$ cat config.mk
export PLATFORM = sky130hd
export DESIGN_NAME = prng_xoshiro128_jumpable_flat
export DESIGN_NICKNAME = d
export VERILOG_FILES = /design/src/rtl/prng_xoshiro128_jumpable_if.sv /design/src/rtl/prng_xoshiro128_jumpable.sv /design/src/flat_wrapper.sv
export SDC_FILE = /design/constraint.sdc
export NUM_CORES = 1
export LEC_CHECK = 0
export CAP_MARGIN = 20
export CORE_MARGIN = 4
export CORE_UTILIZATION = 59
export DETAILED_ROUTE_END_ITERATION = 8
export HOLD_SLACK_MARGIN = 0.12
export PLACE_DENSITY = 0.86
export SYNTH_ARGS = -nofsm -noshare
export SYNTH_HDL_FRONTEND = slang
export SYNTH_SLANG_ARGS = --single-unit
$ cat constraint.sdc
create_clock -name i_clk -period 4.9 [get_ports i_clk]
set_input_delay 0.98 -clock i_clk [delete_from_list [all_inputs] [get_ports i_clk]]
set_output_delay 0.98 -clock i_clk [all_outputs]
set_load 0.05 [all_outputs]
$ cat src/rtl/prng_xoshiro128_jumpable_if.sv
// Bus bundle for the jumpable xoshiro128 generator: control, seed and
// jump request inputs plus the registered state/result outputs.
interface prng_xoshiro128_jumpable_if;
  logic        i_cg;
  logic        i_seedValid;
  logic [31:0] i_seedS0;
  logic [31:0] i_seedS1;
  logic [31:0] i_seedS2;
  logic [31:0] i_seedS3;
  logic        i_jumpReq;
  logic        i_jumpLong;
  logic        o_jumpBusy;
  logic        o_jumpDone;
  logic [31:0] o_s0;
  logic [31:0] o_s1;
  logic [31:0] o_s2;
  logic [31:0] o_s3;
  logic [31:0] o_result;
  logic        o_resultValid;

  modport master (
    output i_cg, i_seedValid, i_seedS0, i_seedS1, i_seedS2, i_seedS3,
           i_jumpReq, i_jumpLong,
    input  o_jumpBusy, o_jumpDone, o_s0, o_s1, o_s2, o_s3,
           o_result, o_resultValid
  );

  modport slave (
    input  i_cg, i_seedValid, i_seedS0, i_seedS1, i_seedS2, i_seedS3,
           i_jumpReq, i_jumpLong,
    output o_jumpBusy, o_jumpDone, o_s0, o_s1, o_s2, o_s3,
           o_result, o_resultValid
  );
endinterface

$ cat src/rtl/prng_xoshiro128_jumpable.sv
// xoshiro128 generator with selectable scrambler (+, ++, **) and a
// 128-cycle hardware sequencer for jump() / long_jump().
//
// state   | meaning
// --------+-----------------------------------------------------------
// ST_IDLE | seed load, jump start, or one next() per cycle when i_cg
// ST_JUMP | step k=0..127 through the jump polynomial; k=127 loads acc
module prng_xoshiro128_jumpable #(
  parameter int          SCRAMBLER = 0,
  parameter logic [31:0] RESET_S0  = 32'h00000001,
  parameter logic [31:0] RESET_S1  = 32'h00000002,
  parameter logic [31:0] RESET_S2  = 32'h00000003,
  parameter logic [31:0] RESET_S3  = 32'h00000004
) (
  input  logic                       i_clk,
  input  logic                       i_rstn,
  prng_xoshiro128_jumpable_if.slave  bus
);

  typedef enum logic {ST_IDLE, ST_JUMP} state_t;

  // Word 0 sits in the low 32 bits so that bit k of the vector is bit k%32 of word k/32.
  localparam logic [127:0] JUMP_C = {32'h77f2db5b, 32'h6fa035c3, 32'hf542d2d3, 32'h8764000b};
  localparam logic [127:0] LONG_C = {32'h1c580662, 32'hccf5a0ef, 32'h0b6f099f, 32'hb523952e};

  state_t       state, state_nxt;
  logic [31:0]  s0, s1, s2, s3;
  logic [31:0]  n0, n1, n2, n3;
  logic [127:0] acc, acc_nxt;
  logic [6:0]   step;
  logic         is_long;
  logic [31:0]  result;
  logic         result_valid;
  logic         jump_done;
  logic [31:0]  scr;

  logic load_seed, advance, start_jump, jump_step, jump_last;
  logic jump_bit;

  function automatic logic [31:0] rotl7(input logic [31:0] x);
    return {x[24:0], x[31:25]};
  endfunction

  function automatic logic [31:0] rotl11(input logic [31:0] x);
    return {x[20:0], x[31:21]};
  endfunction

  // One xoshiro128 next() applied to the current registered state.
  always_comb begin
    logic [31:0] t, a2, a3;
    t  = s1 << 9;
    a2 = s2 ^ s0;
    a3 = s3 ^ s1;
    n1 = s1 ^ a2;
    n0 = s0 ^ a3;
    n2 = a2 ^ t;
    n3 = rotl11(a3);
  end

  // Output scrambler on the pre-advance state; multiplies by 5 and 9 are shift-adds.
  always_comb begin
    logic [31:0] sum, m5, r;
    sum = s0 + s3;
    m5  = (s1 << 2) + s1;
    r   = rotl7(m5);
    case (SCRAMBLER)
      1:       scr = rotl7(sum) + s0;
      2:       scr = (r << 3) + r;
      default: scr = sum;
    endcase
  end

  assign jump_bit = is_long ? LONG_C[step] : JUMP_C[step];
  assign acc_nxt  = jump_bit ? (acc ^ {s0, s1, s2, s3}) : acc;

  // FSM state register.
  always_ff @(posedge i_clk or negedge i_rstn) begin
    if (!i_rstn) state <= ST_IDLE;
    else         state <= state_nxt;
  end

  // Next-state and datapath strobes; seed load beats jump request beats advance.
  always_comb begin
    state_nxt  = state;
    load_seed  = 1'b0;
    advance    = 1'b0;
    start_jump = 1'b0;
    jump_step  = 1'b0;
    jump_last  = 1'b0;
    case (state)
      ST_IDLE: begin
        if (bus.i_seedValid) begin
          load_seed = 1'b1;
        end else if (bus.i_jumpReq) begin
          start_jump = 1'b1;
          state_nxt  = ST_JUMP;
        end else if (bus.i_cg) begin
          advance = 1'b1;
        end
      end
      ST_JUMP: begin
        if (bus.i_seedValid) begin
          load_seed = 1'b1;
          state_nxt = ST_IDLE;
        end else begin
          jump_step = 1'b1;
          if (step == 7'd127) begin
            jump_last = 1'b1;
            state_nxt = ST_IDLE;
          end
        end
      end
      default: state_nxt = ST_IDLE;
    endcase
  end

  // Generator state: seed load, normal advance, jump stepping, final accumulator load.
  always_ff @(posedge i_clk or negedge i_rstn) begin
    if (!i_rstn) begin
      s0 <= RESET_S0;
      s1 <= RESET_S1;
      s2 <= RESET_S2;
      s3 <= RESET_S3;
    end else if (load_seed) begin
      s0 <= bus.i_seedS0;
      s1 <= bus.i_seedS1;
      s2 <= bus.i_seedS2;
      s3 <= bus.i_seedS3;
    end else if (jump_last) begin
      {s0, s1, s2, s3} <= acc_nxt;
    end else if (advance || jump_step) begin
      s0 <= n0;
      s1 <= n1;
      s2 <= n2;
      s3 <= n3;
    end
  end

  // Jump sequencer bookkeeping: accumulator, step counter and latched jump kind.
  always_ff @(posedge i_clk or negedge i_rstn) begin
    if (!i_rstn) begin
      acc     <= '0;
      step    <= '0;
      is_long <= 1'b0;
    end else if (start_jump) begin
      acc     <= '0;
      step    <= '0;
      is_long <= bus.i_jumpLong;
    end else if (jump_step) begin
      acc  <= acc_nxt;
      step <= step + 7'd1;
    end
  end

  // Registered result, its valid flag and the jump-complete pulse.
  always_ff @(posedge i_clk or negedge i_rstn) begin
    if (!i_rstn) begin
      result       <= '0;
      result_valid <= 1'b0;
      jump_done    <= 1'b0;
    end else begin
      if (advance) result <= scr;
      result_valid <= advance;
      jump_done    <= jump_last;
    end
  end

  assign bus.o_s0          = s0;
  assign bus.o_s1          = s1;
  assign bus.o_s2          = s2;
  assign bus.o_s3          = s3;
  assign bus.o_result      = result;
  assign bus.o_resultValid = result_valid;
  assign bus.o_jumpBusy    = (state == ST_JUMP);
  assign bus.o_jumpDone    = jump_done;

endmodule
$ cat src/flat_wrapper.sv
// flat-port wrapper written by rule: the top's interface ports become plain ports
module prng_xoshiro128_jumpable_flat 
#(
  parameter int          SCRAMBLER = 0,
  parameter logic [31:0] RESET_S0  = 32'h00000001,
  parameter logic [31:0] RESET_S1  = 32'h00000002,
  parameter logic [31:0] RESET_S2  = 32'h00000003,
  parameter logic [31:0] RESET_S3  = 32'h00000004
)
  (i_clk, i_rstn, bus_i_cg, bus_i_seedValid, bus_i_seedS0, bus_i_seedS1, bus_i_seedS2, bus_i_seedS3, bus_i_jumpReq, bus_i_jumpLong, bus_o_jumpBusy, bus_o_jumpDone, bus_o_s0, bus_o_s1, bus_o_s2, bus_o_s3, bus_o_result, bus_o_resultValid);
  prng_xoshiro128_jumpable_if bus_i ();
  input  logic i_clk;
  input  logic i_rstn;
  input wire logic [$bits(bus_i.i_cg)-1:0] bus_i_cg;
  input wire logic [$bits(bus_i.i_seedValid)-1:0] bus_i_seedValid;
  input wire logic [$bits(bus_i.i_seedS0)-1:0] bus_i_seedS0;
  input wire logic [$bits(bus_i.i_seedS1)-1:0] bus_i_seedS1;
  input wire logic [$bits(bus_i.i_seedS2)-1:0] bus_i_seedS2;
  input wire logic [$bits(bus_i.i_seedS3)-1:0] bus_i_seedS3;
  input wire logic [$bits(bus_i.i_jumpReq)-1:0] bus_i_jumpReq;
  input wire logic [$bits(bus_i.i_jumpLong)-1:0] bus_i_jumpLong;
  output wire logic [$bits(bus_i.o_jumpBusy)-1:0] bus_o_jumpBusy;
  output wire logic [$bits(bus_i.o_jumpDone)-1:0] bus_o_jumpDone;
  output wire logic [$bits(bus_i.o_s0)-1:0] bus_o_s0;
  output wire logic [$bits(bus_i.o_s1)-1:0] bus_o_s1;
  output wire logic [$bits(bus_i.o_s2)-1:0] bus_o_s2;
  output wire logic [$bits(bus_i.o_s3)-1:0] bus_o_s3;
  output wire logic [$bits(bus_i.o_result)-1:0] bus_o_result;
  output wire logic [$bits(bus_i.o_resultValid)-1:0] bus_o_resultValid;
  assign bus_i.i_cg = bus_i_cg;
  assign bus_i.i_seedValid = bus_i_seedValid;
  assign bus_i.i_seedS0 = bus_i_seedS0;
  assign bus_i.i_seedS1 = bus_i_seedS1;
  assign bus_i.i_seedS2 = bus_i_seedS2;
  assign bus_i.i_seedS3 = bus_i_seedS3;
  assign bus_i.i_jumpReq = bus_i_jumpReq;
  assign bus_i.i_jumpLong = bus_i_jumpLong;
  assign bus_o_jumpBusy = bus_i.o_jumpBusy;
  assign bus_o_jumpDone = bus_i.o_jumpDone;
  assign bus_o_s0 = bus_i.o_s0;
  assign bus_o_s1 = bus_i.o_s1;
  assign bus_o_s2 = bus_i.o_s2;
  assign bus_o_s3 = bus_i.o_s3;
  assign bus_o_result = bus_i.o_result;
  assign bus_o_resultValid = bus_i.o_resultValid;
  prng_xoshiro128_jumpable #(.SCRAMBLER(SCRAMBLER), .RESET_S0(RESET_S0), .RESET_S1(RESET_S1), .RESET_S2(RESET_S2), .RESET_S3(RESET_S3)) u_core (.i_clk(i_clk), .i_rstn(i_rstn), .bus(bus_i));
endmodule
# Yosys cells after proc, flatten, opt, wreduce, memory -nomap -nowiden
# Memories as Yosys holds them, arrays and structs flattened.
# Index checks and enable logic that the tools add are counted.
dict set report word_totals {
  ff_bits 299
  rom_bits 256
  inputBits 134
  wordCells 63
  memories 2
}
dict set report op_classes {
  add_sub_neg 2
  magnitude_cmp 1
  n_eq_ne 1
  mux 36
  bitwise 7
  n_reduce_logical 3
}
# memory depth word_bits rd rd_clocked_by_memory_dff wr line
set memory_table {}
lappend memory_table {{(no name shown)} 128 1 1 0 0 prng_xoshiro128_jumpable.sv:73} ;# assign jump_bit = is_long ? LONG_C[step] : JUMP_C[step];
lappend memory_table {{(no name shown)} 128 1 1 0 0 prng_xoshiro128_jumpable.sv:73}
# op count
set op_table {}
lappend op_table {{$mux 128} 3}
lappend op_table {{$mux 32} 12}
lappend op_table {{$xor 32x32->32} 5}
lappend op_table {{$xor 128x128->128} 1}
lappend op_table {{$add 32x32->32} 1}
lappend op_table {{$mux 1} 18}
lappend op_table {{$mux 7} 2}
lappend op_table {{$lt 7x8->1 const B} 1}
lappend op_table {{$add 7x1->7 const B} 1}
lappend op_table {{$eq 7x7->1 const B} 1}
lappend op_table {{$reduce_bool 3->1} 1}
lappend op_table {{$pmux 1 s2} 1}
lappend op_table {{$reduce_bool 2->1} 1}
lappend op_table {{$logic_or 1x1->1} 1}
lappend op_table {{$not 1->1} 1}

# Longest topological paths before layout
dict set report logic_depth {
  ltp_word 8
  ltp_mapped 14
  ltp_nobuf 12
}

# Worst setup path before layout
# No wires, ideal clock.
dict set report synth_timing {
  path_type {flip-flop to flip-flop}
  from {register u_core.s0[1] (netlist: u_core.bus.o_s0[1])}
  to {register u_core.result[30] (netlist: u_core.bus.o_result[30])}
  setup_ns 0.132
  arrival_ns 2.839
  required_ns 4.768
  setup_slack_ns 1.929
  stages_incl_launch_ff 11
  path_buffers 0
  path_cell_list {dfrtp_1 inv_1 fa_1 nor2b_1 o31a_1 o311ai_1 and3_1 o311a_1 o31ai_1 xnor2_1 o21ai_1}
}
dict set report synth_between {
  elab_chain_cells 1
}
# element line
set synth_lines {}
lappend synth_lines {{start, declared} prng_xoshiro128_jumpable.sv:27} ;# logic [31:0] s0, s1, s2, s3;
lappend synth_lines {{start signal, assigned} prng_xoshiro128_jumpable.sv:125} ;# s0 <= bus.i_seedS0;
lappend synth_lines {{start signal, assigned} prng_xoshiro128_jumpable.sv:130} ;# {s0, s1, s2, s3} <= acc_nxt;
lappend synth_lines {{start signal, assigned} prng_xoshiro128_jumpable.sv:132} ;# s0 <= n0;
lappend synth_lines {{$add 32x32->32} prng_xoshiro128_jumpable.sv:63} ;# sum = s0 + s3;
lappend synth_lines {{end signal, assigned} prng_xoshiro128_jumpable.sv:162} ;# if (advance) result <= scr;
lappend synth_lines {{end, declared} prng_xoshiro128_jumpable.sv:32} ;# logic [31:0] result;
# No other way between the ends.
# A chain may end at the register's enable or synchronous reset.

# Worst setup path in the final report
dict set report layout_timing {
  from {register u_core.step[0]}
  to {register u_core.s3[9] (netlist: u_core.bus.o_s3[9])}
}
dict set report layout_between {
  elab_chain_cells 6
  elab_cells_between_ends 13
  cone_classes {1 x eq/ne; 9 x mux; 1 x reduce/logical; 2 x memory}
}
# element line
set layout_lines {}
lappend layout_lines {{start, declared} prng_xoshiro128_jumpable.sv:30} ;# logic [6:0] step;
lappend layout_lines {{start signal, assigned} prng_xoshiro128_jumpable.sv:151} ;# step <= step + 7'd1;
lappend layout_lines {{$mem_v2 128x1 or $eq 7x7->1 (tied branches)} n/a}
lappend layout_lines {{$mux 1, on equally long branches} {prng_xoshiro128_jumpable.sv:73, prng_xoshiro128_jumpable.sv:107}}
lappend layout_lines {{$mux 1, on equally long branches} {prng_xoshiro128_jumpable.sv:73, prng_xoshiro128_jumpable.sv:102}}
lappend layout_lines {{$mux 128 or $mux 1 (tied branches)} {prng_xoshiro128_jumpable.sv:74, prng_xoshiro128_jumpable.sv:90}}
lappend layout_lines {{$mux 32} prng_xoshiro128_jumpable.sv:129} ;# end else if (jump_last) begin
lappend layout_lines {{$mux 32} prng_xoshiro128_jumpable.sv:124} ;# end else if (load_seed) begin
lappend layout_lines {{end signal, assigned} prng_xoshiro128_jumpable.sv:128} ;# s3 <= bus.i_seedS3;
lappend layout_lines {{end signal, assigned} prng_xoshiro128_jumpable.sv:130}
lappend layout_lines {{end signal, assigned} prng_xoshiro128_jumpable.sv:135} ;# s3 <= n3;
lappend layout_lines {{end, declared} prng_xoshiro128_jumpable.sv:27}
# Several ways; a longest one is shown, not always the timed one. The select of a mux whose other input is x is not followed.

==> flow_metrics.env <==
export IMPL_dr_pass1_iters=7
export IMPL_outcome="completed"
export IMPL_yosys_warnings=0
export IMPL_required_ns=5.31
export IMPL_nFillCells=2301
export IMPL_layout_common_cells="397 x nand2_1, 294 x clkdlybuf4s50_1, 294 x dfrtp_1"
export IMPL_whs_path_depth=2
export IMPL_rows=65
export IMPL_setup_violations=0
export IMPL_cp_depth=11
export IMPL_power_per_cell_area_mw_per_mm2=799.8
export IMPL_postCtsSetupRepairBufs=0
export IMPL_antenna_cells=0
export IMPL_synth_cell_types=70
export IMPL_die_y_um=188.8
export IMPL_fin_worst_skew_ns=0.02058
export IMPL_routed_wirelength_mm=70.06
export IMPL_drtAntennaViolNets=0
export IMPL_die_w_um=188.8
export IMPL_ys_seq_area_share_pct=38.84
export IMPL_holdBufCountCts=0
export IMPL_synth_edf_count=0
export IMPL_drv_slew=0
export IMPL_drcViolationCount=0
export IMPL_die_area_mm2=0.03563
export IMPL_syn_nets=2502
export IMPL_hold_violations=0
export IMPL_endpoint_kind="flip-flop"
export IMPL_drive_above_1_share_pct=5.452
export IMPL_r2r_cells=11
export IMPL_drv_cap=0
export IMPL_crit_family="multiplexers"
export IMPL_dp_hpwl_mm=47.77
export IMPL_crit_slowest_cell="mux4_4"
export IMPL_final_core_util_pct=73.87
export IMPL_ys_flop_type="dfrtp_1"
export IMPL_max_slew_margin_rel_pct=29.11
export IMPL_path_max_fanout=88
export IMPL_placed_cells=2884
export IMPL_io_buffers=296
export IMPL_cts_buffers=35
export IMPL_cts_sinks=299
export IMPL_crit_chain="inv_1 > ha_1 > a211oi_1 > a21o_1 > o21ai_1 > o41ai_1 > mux4_4 > buf_4 > nand2_1 > xor2_1 > o21ai_0"
export IMPL_via_per_inst=6.781
export IMPL_grt_max_degree=117
export IMPL_critPathMaxStageDelay_ns=1.06
export IMPL_synth_area_leader_cell="dfrtp_1"
export IMPL_hold_path_class="reg -> reg"
export IMPL_tritoncts="built"
export IMPL_worstSetupPathType="reg -> reg"
export IMPL_ios=297
export IMPL_synth_area_mm2=0.01928
export IMPL_start_kind="flip-flop"
export IMPL_synth_area_per_cell_um2=8.285
export IMPL_fin_cells=2948
export IMPL_vias=19990
export IMPL_start_util_pct=60.47
export IMPL_grt_ovfl_total=0
export IMPL_insertion_delay_ns=0.53
export IMPL_fmax_mhz=233.0
export IMPL_cp_arrival_ns=4.71
export IMPL_area_growth_pct=22.16
export IMPL_grt_total_usage_pct=37.64
export IMPL_htreeDepth=2
export IMPL_final_common_cell="nand2_1"
export IMPL_clkTransAtPathRegs_ns=0.06
export IMPL_cts_repair_resized=0
export IMPL_timing_final_crit_period_ns=4.291
export IMPL_antenna_found_initial=0
export IMPL_yosys_area_top_type_share_pct=38.16
export IMPL_p_leak_nw=9.677
export IMPL_synth_area_top_cells="dfrtp_1 38%, nand2_1 7.8%, xor2_1 7.8%"
export IMPL_gp_congestion=0.9605
export IMPL_wl_per_cell_um=23.76
export IMPL_synthCells=2327
export IMPL_worst_pin_slew_ns=1.063
export IMPL_initialDrtViolationCount=2850
export IMPL_p_total_mw=18.84
export IMPL_peakVddDrop_v=0.0005243
export IMPL_tns_ns=0
export IMPL_finalCritPeriodShare_pct=87.58
export IMPL_rsz0062_at_grt="no"
export IMPL_fin_nets=2662
export IMPL_cp_buffers_inverters=2
export IMPL_synth_seq_cells=299
export IMPL_cts_root_buffer="clkbuf_16"
export IMPL_grt_pass1_vias=19001
export IMPL_cts_path_max_buffers=3
export IMPL_grt_pass1_wl_mm=107.3
export IMPL_async_reset_ff_share_pct=100.0
export IMPL_core_area_mm2=0.03188
sequential cells by signal, summed over array words and instances (netlist names):
signal / cells
u_core.bus.o_s0: 32
u_core.bus.o_s1: 32
u_core.is_long: 1
u_core.bus.o_s3: 32
u_core.bus.o_jumpDone: 1
u_core.bus.o_result: 32
u_core.bus.o_jumpBusy: 1
u_core.bus.o_resultValid: 1
u_core.step: 7
u_core.acc: 128
u_core.bus.o_s2: 32
where the power goes:
group | total (mW) | internal [mW] | switching [mW]
Sequential | 5.72 | 3.52 | 2.20
Clock | 2.83 | 1.72 | 1.11
Combinational | 10.3 | 3.84 | 6.45
Total | 18.8 | 9.08 | 9.76
tightest hold or removal path, delay by kind of cell, from the launching register on:
kind	cells	cell delay (ns)
and+or+nand+nor	1	0.04
DFF	1	0.34
AOI/OAI and AO/OA	1	0.06
metrics by stage:
stage	cell area [um^2]	setup WS [ns]	hold WS (ns)
2_1_floorplan	19280	1.929	0.4622
5_1_grt	23550	0.3930	0.4849
4_1_cts	23520	0.8061	0.4770
3_3_place_gp	22290	0.9500	0.4610
6_report	23550	0.6085	0.4742
3_5_place_dp	22290	0.8250	0.4635
cell families after synthesis:
kind of cell	after synthesis	share of synthesized area, %
compound gates	842	27.35
xor+xnor	242	10.99
fa+ha+maj	41	2.700
buf+inv	226	4.744
flops	299	38.84
mux	19	1.071
simple gates	658	14.30
final cells by class:
type | instances | area, um^2 | area share, %
Tap cell | 435 | 544.3 | 2.311
Sequential cell | 299 | 7488 | 31.80
Inverter | 20 | 77.57 | 0.3294
Clock inverter | 13 | 207.7 | 0.8819
Multi-Input combinational cell | 1802 | 10930 | 46.40
Clock buffer | 50 | 1023 | 4.346
Timing Repair Buffer | 329 | 3283 | 13.94
path summary, 6_finish.rpt:
path                                                     start                             endpoint  slack, ns
setup / recovery                    u_core.step[0]$_DFFE_PN0P_       u_core.bus.o_s3[9]$_DFFE_PN0P_       0.61
hold / removal             u_core.bus.o_result[15]$_DFFE_PN0P_  u_core.bus.o_result[15]$_DFFE_PN0P_       0.47
setup reg to reg                    u_core.step[0]$_DFFE_PN0P_       u_core.bus.o_s3[9]$_DFFE_PN0P_       0.61
hold reg to reg            u_core.bus.o_result[15]$_DFFE_PN0P_  u_core.bus.o_result[15]$_DFFE_PN0P_       0.47
max in group asynchronous                               i_rstn           u_core.acc[59]$_DFFE_PN0P_       3.42
min in group asynchronous                               i_rstn   u_core.bus.o_result[3]$_DFFE_PN0P_       0.48
per-layer routing:
| metal | wire [um] | global-route usage [%] | up-vias |
|---|---|---|---|
| met5 | 0 | 0 | - |
| met4 | 3849 | 17.94 | 0 |
| met3 | 8043 | 6.391 | 246 |
| met2 | 31990 | 59.78 | 1575 |
| met1 | 26170 | 50.55 | 9426 |
| li1 | - | - | 8743 |
synth_stat cells (33+ instances only):
cell      count
buf_2        38
o221ai_1     33
ha_1         40
nand3_1      72
clkbuf_1    151
nor2_1      101
xor2_1      171
a311oi_1     41
nand2_1     400
nor3_1       37
dfrtp_1     294
a22oi_1      39
a31oi_1     208
o21ai_0     218
xnor2_1      71
a21oi_1     191
(Power assumes the default switching activity.)
==> variant: new RTL, config.mk and constraints unchanged <==
Reset style: synchronous (`i_rstn`), changed in 4 clocked blocks.
--- a/src/rtl/prng_xoshiro128_jumpable.sv
+++ b/src/rtl/prng_xoshiro128_jumpable.sv
@@ -75,5 +75,5 @@
 
   // FSM state register.
-  always_ff @(posedge i_clk or negedge i_rstn) begin
+  always_ff @(posedge i_clk) begin
     if (!i_rstn) state <= ST_IDLE;
     else         state <= state_nxt;
@@ -116,5 +116,5 @@
 
   // Generator state: seed load, normal advance, jump stepping, final accumulator load.
-  always_ff @(posedge i_clk or negedge i_rstn) begin
+  always_ff @(posedge i_clk) begin
     if (!i_rstn) begin
       s0 <= RESET_S0;
@@ -138,5 +138,5 @@
 
   // Jump sequencer bookkeeping: accumulator, step counter and latched jump kind.
-  always_ff @(posedge i_clk or negedge i_rstn) begin
+  always_ff @(posedge i_clk) begin
     if (!i_rstn) begin
       acc     <= '0;
@@ -154,5 +154,5 @@
 
   // Registered result, its valid flag and the jump-complete pulse.
-  always_ff @(posedge i_clk or negedge i_rstn) begin
+  always_ff @(posedge i_clk) begin
     if (!i_rstn) begin
       result       <= '0;
Check against the original RTL: differs if i_rstn is asserted again (counterexample within 4 cycles, from zero or initial values and one cycle with i_rstn low); with i_rstn held inactive, the same outputs for 4 cycles.
==> variant against the original RTL <==
  * First-iteration DRC count is 32% lower
  * Worst hold slack worse by 0.024 ns
  * Sequential cell count rose by 2
  * Design area down 4.5%
  * Fmax increased by 25%
  * Routed wire length decreased by 8.9%
  * Worst setup slack better by 0.87 ns
  * Synthesized area is 4.6% lower
  * Via count fell by 6.4%
Power is not compared: it rests on default switching activity, and its combinational part moved more than twofold at a synthesized area within 25%.
==> variant: results <==
metrics = {
    "route": {
        "top_layer": "met5",
        "wl_met2_um": 28230,
        "wire_per_inst_um": 20.98,
        "viasPerCell": 6.153,
        "m1WireLength_um": 24320,
        "met3_length_um": 7490,
        "drtIter0Drc": 1931,
    },
    "outcome": {
        "outcome": "completed",
    },
    "synth": {
        "synth_xor_area_share_pct": 20.66,
        "synthMuxAreaShare_pct": 0.4829,
        "async_reset_ff_share_pct": 0,
        "synth-adder-area-share_pct": 2.897,
        "yosys-top-cells-area": "dfxtp_1 33%, xnor2_1 11%, xor2_1 9.9%",
    },
    "timing": {
        "clock_skew_ns": 0.02457,
        "slew-limit-headroom_pct": 29.42,
    },
    "global_routing": {
        "antenna_found_initial": 6,
        "grt_first_pass_wirelength_um": 97900,
        "use_met2_pct": 55.01,
        "grt_util_met3_pct": 8.545,
        "grt_start_max_net_pins": 113,
    },
    "layout": {
        "nNetsFinal": 2803,
        "fillers": 2350,
        "layout-drive-gt1-share_pct": 3.784,
    },
    "placed_design": {
        "place.gp.congestion": 0.9445,
        "hpwl_um": 43400,
    },
    "setup_path": {
        "path_delay_family": "compound AO/OA/AOI/OAI gates",
        "crit_arrival_ns": 3.78,
        "timing.rr.start": "u_core.bus.o_s0[0]",
        "r2r_cells": 12,
    },
    "min_path": {
        "hp-start": "u_core.bus.o_result[24]",
        "hold_end": "u_core.bus.o_result[24]",
    },
}
variant: power breakdown:
group | internal (mW) | switching, mW
combinational | 0.871 | 1.32
sequential | 2.58 | 0.314
clock | 1.52 | 1.07
total | 4.97 | 2.70
variant: cell type report:
| cell class | count | area share [%] |
|---|---|---|
| inverter | 19 | 0.3281 |
| tap | 396 | 2.202 |
| antenna | 1 | 0.01112 |
| sequential | 301 | 26.78 |
| clock inverter | 7 | 0.4671 |
| multi-input combinational | 1943 | 51.38 |
| timing repair buffer | 327 | 14.44 |
| clock buffer | 46 | 4.393 |
variant: per-stage QoR:
stage	hold slack (ns)	util (%)	instance area [um2]	power [mW]	instances
floorplan	0.4414	-	18400	4.335	2456
global placement	0.4409	69.80	21410	5.011	2986
detailed placement	0.4433	69.80	21410	5.063	2986
CTS	0.4514	73.36	22500	7.619	3039
global route	0.4687	73.37	22500	7.918	3040
finish	0.4499	73.37	22500	7.662	3040
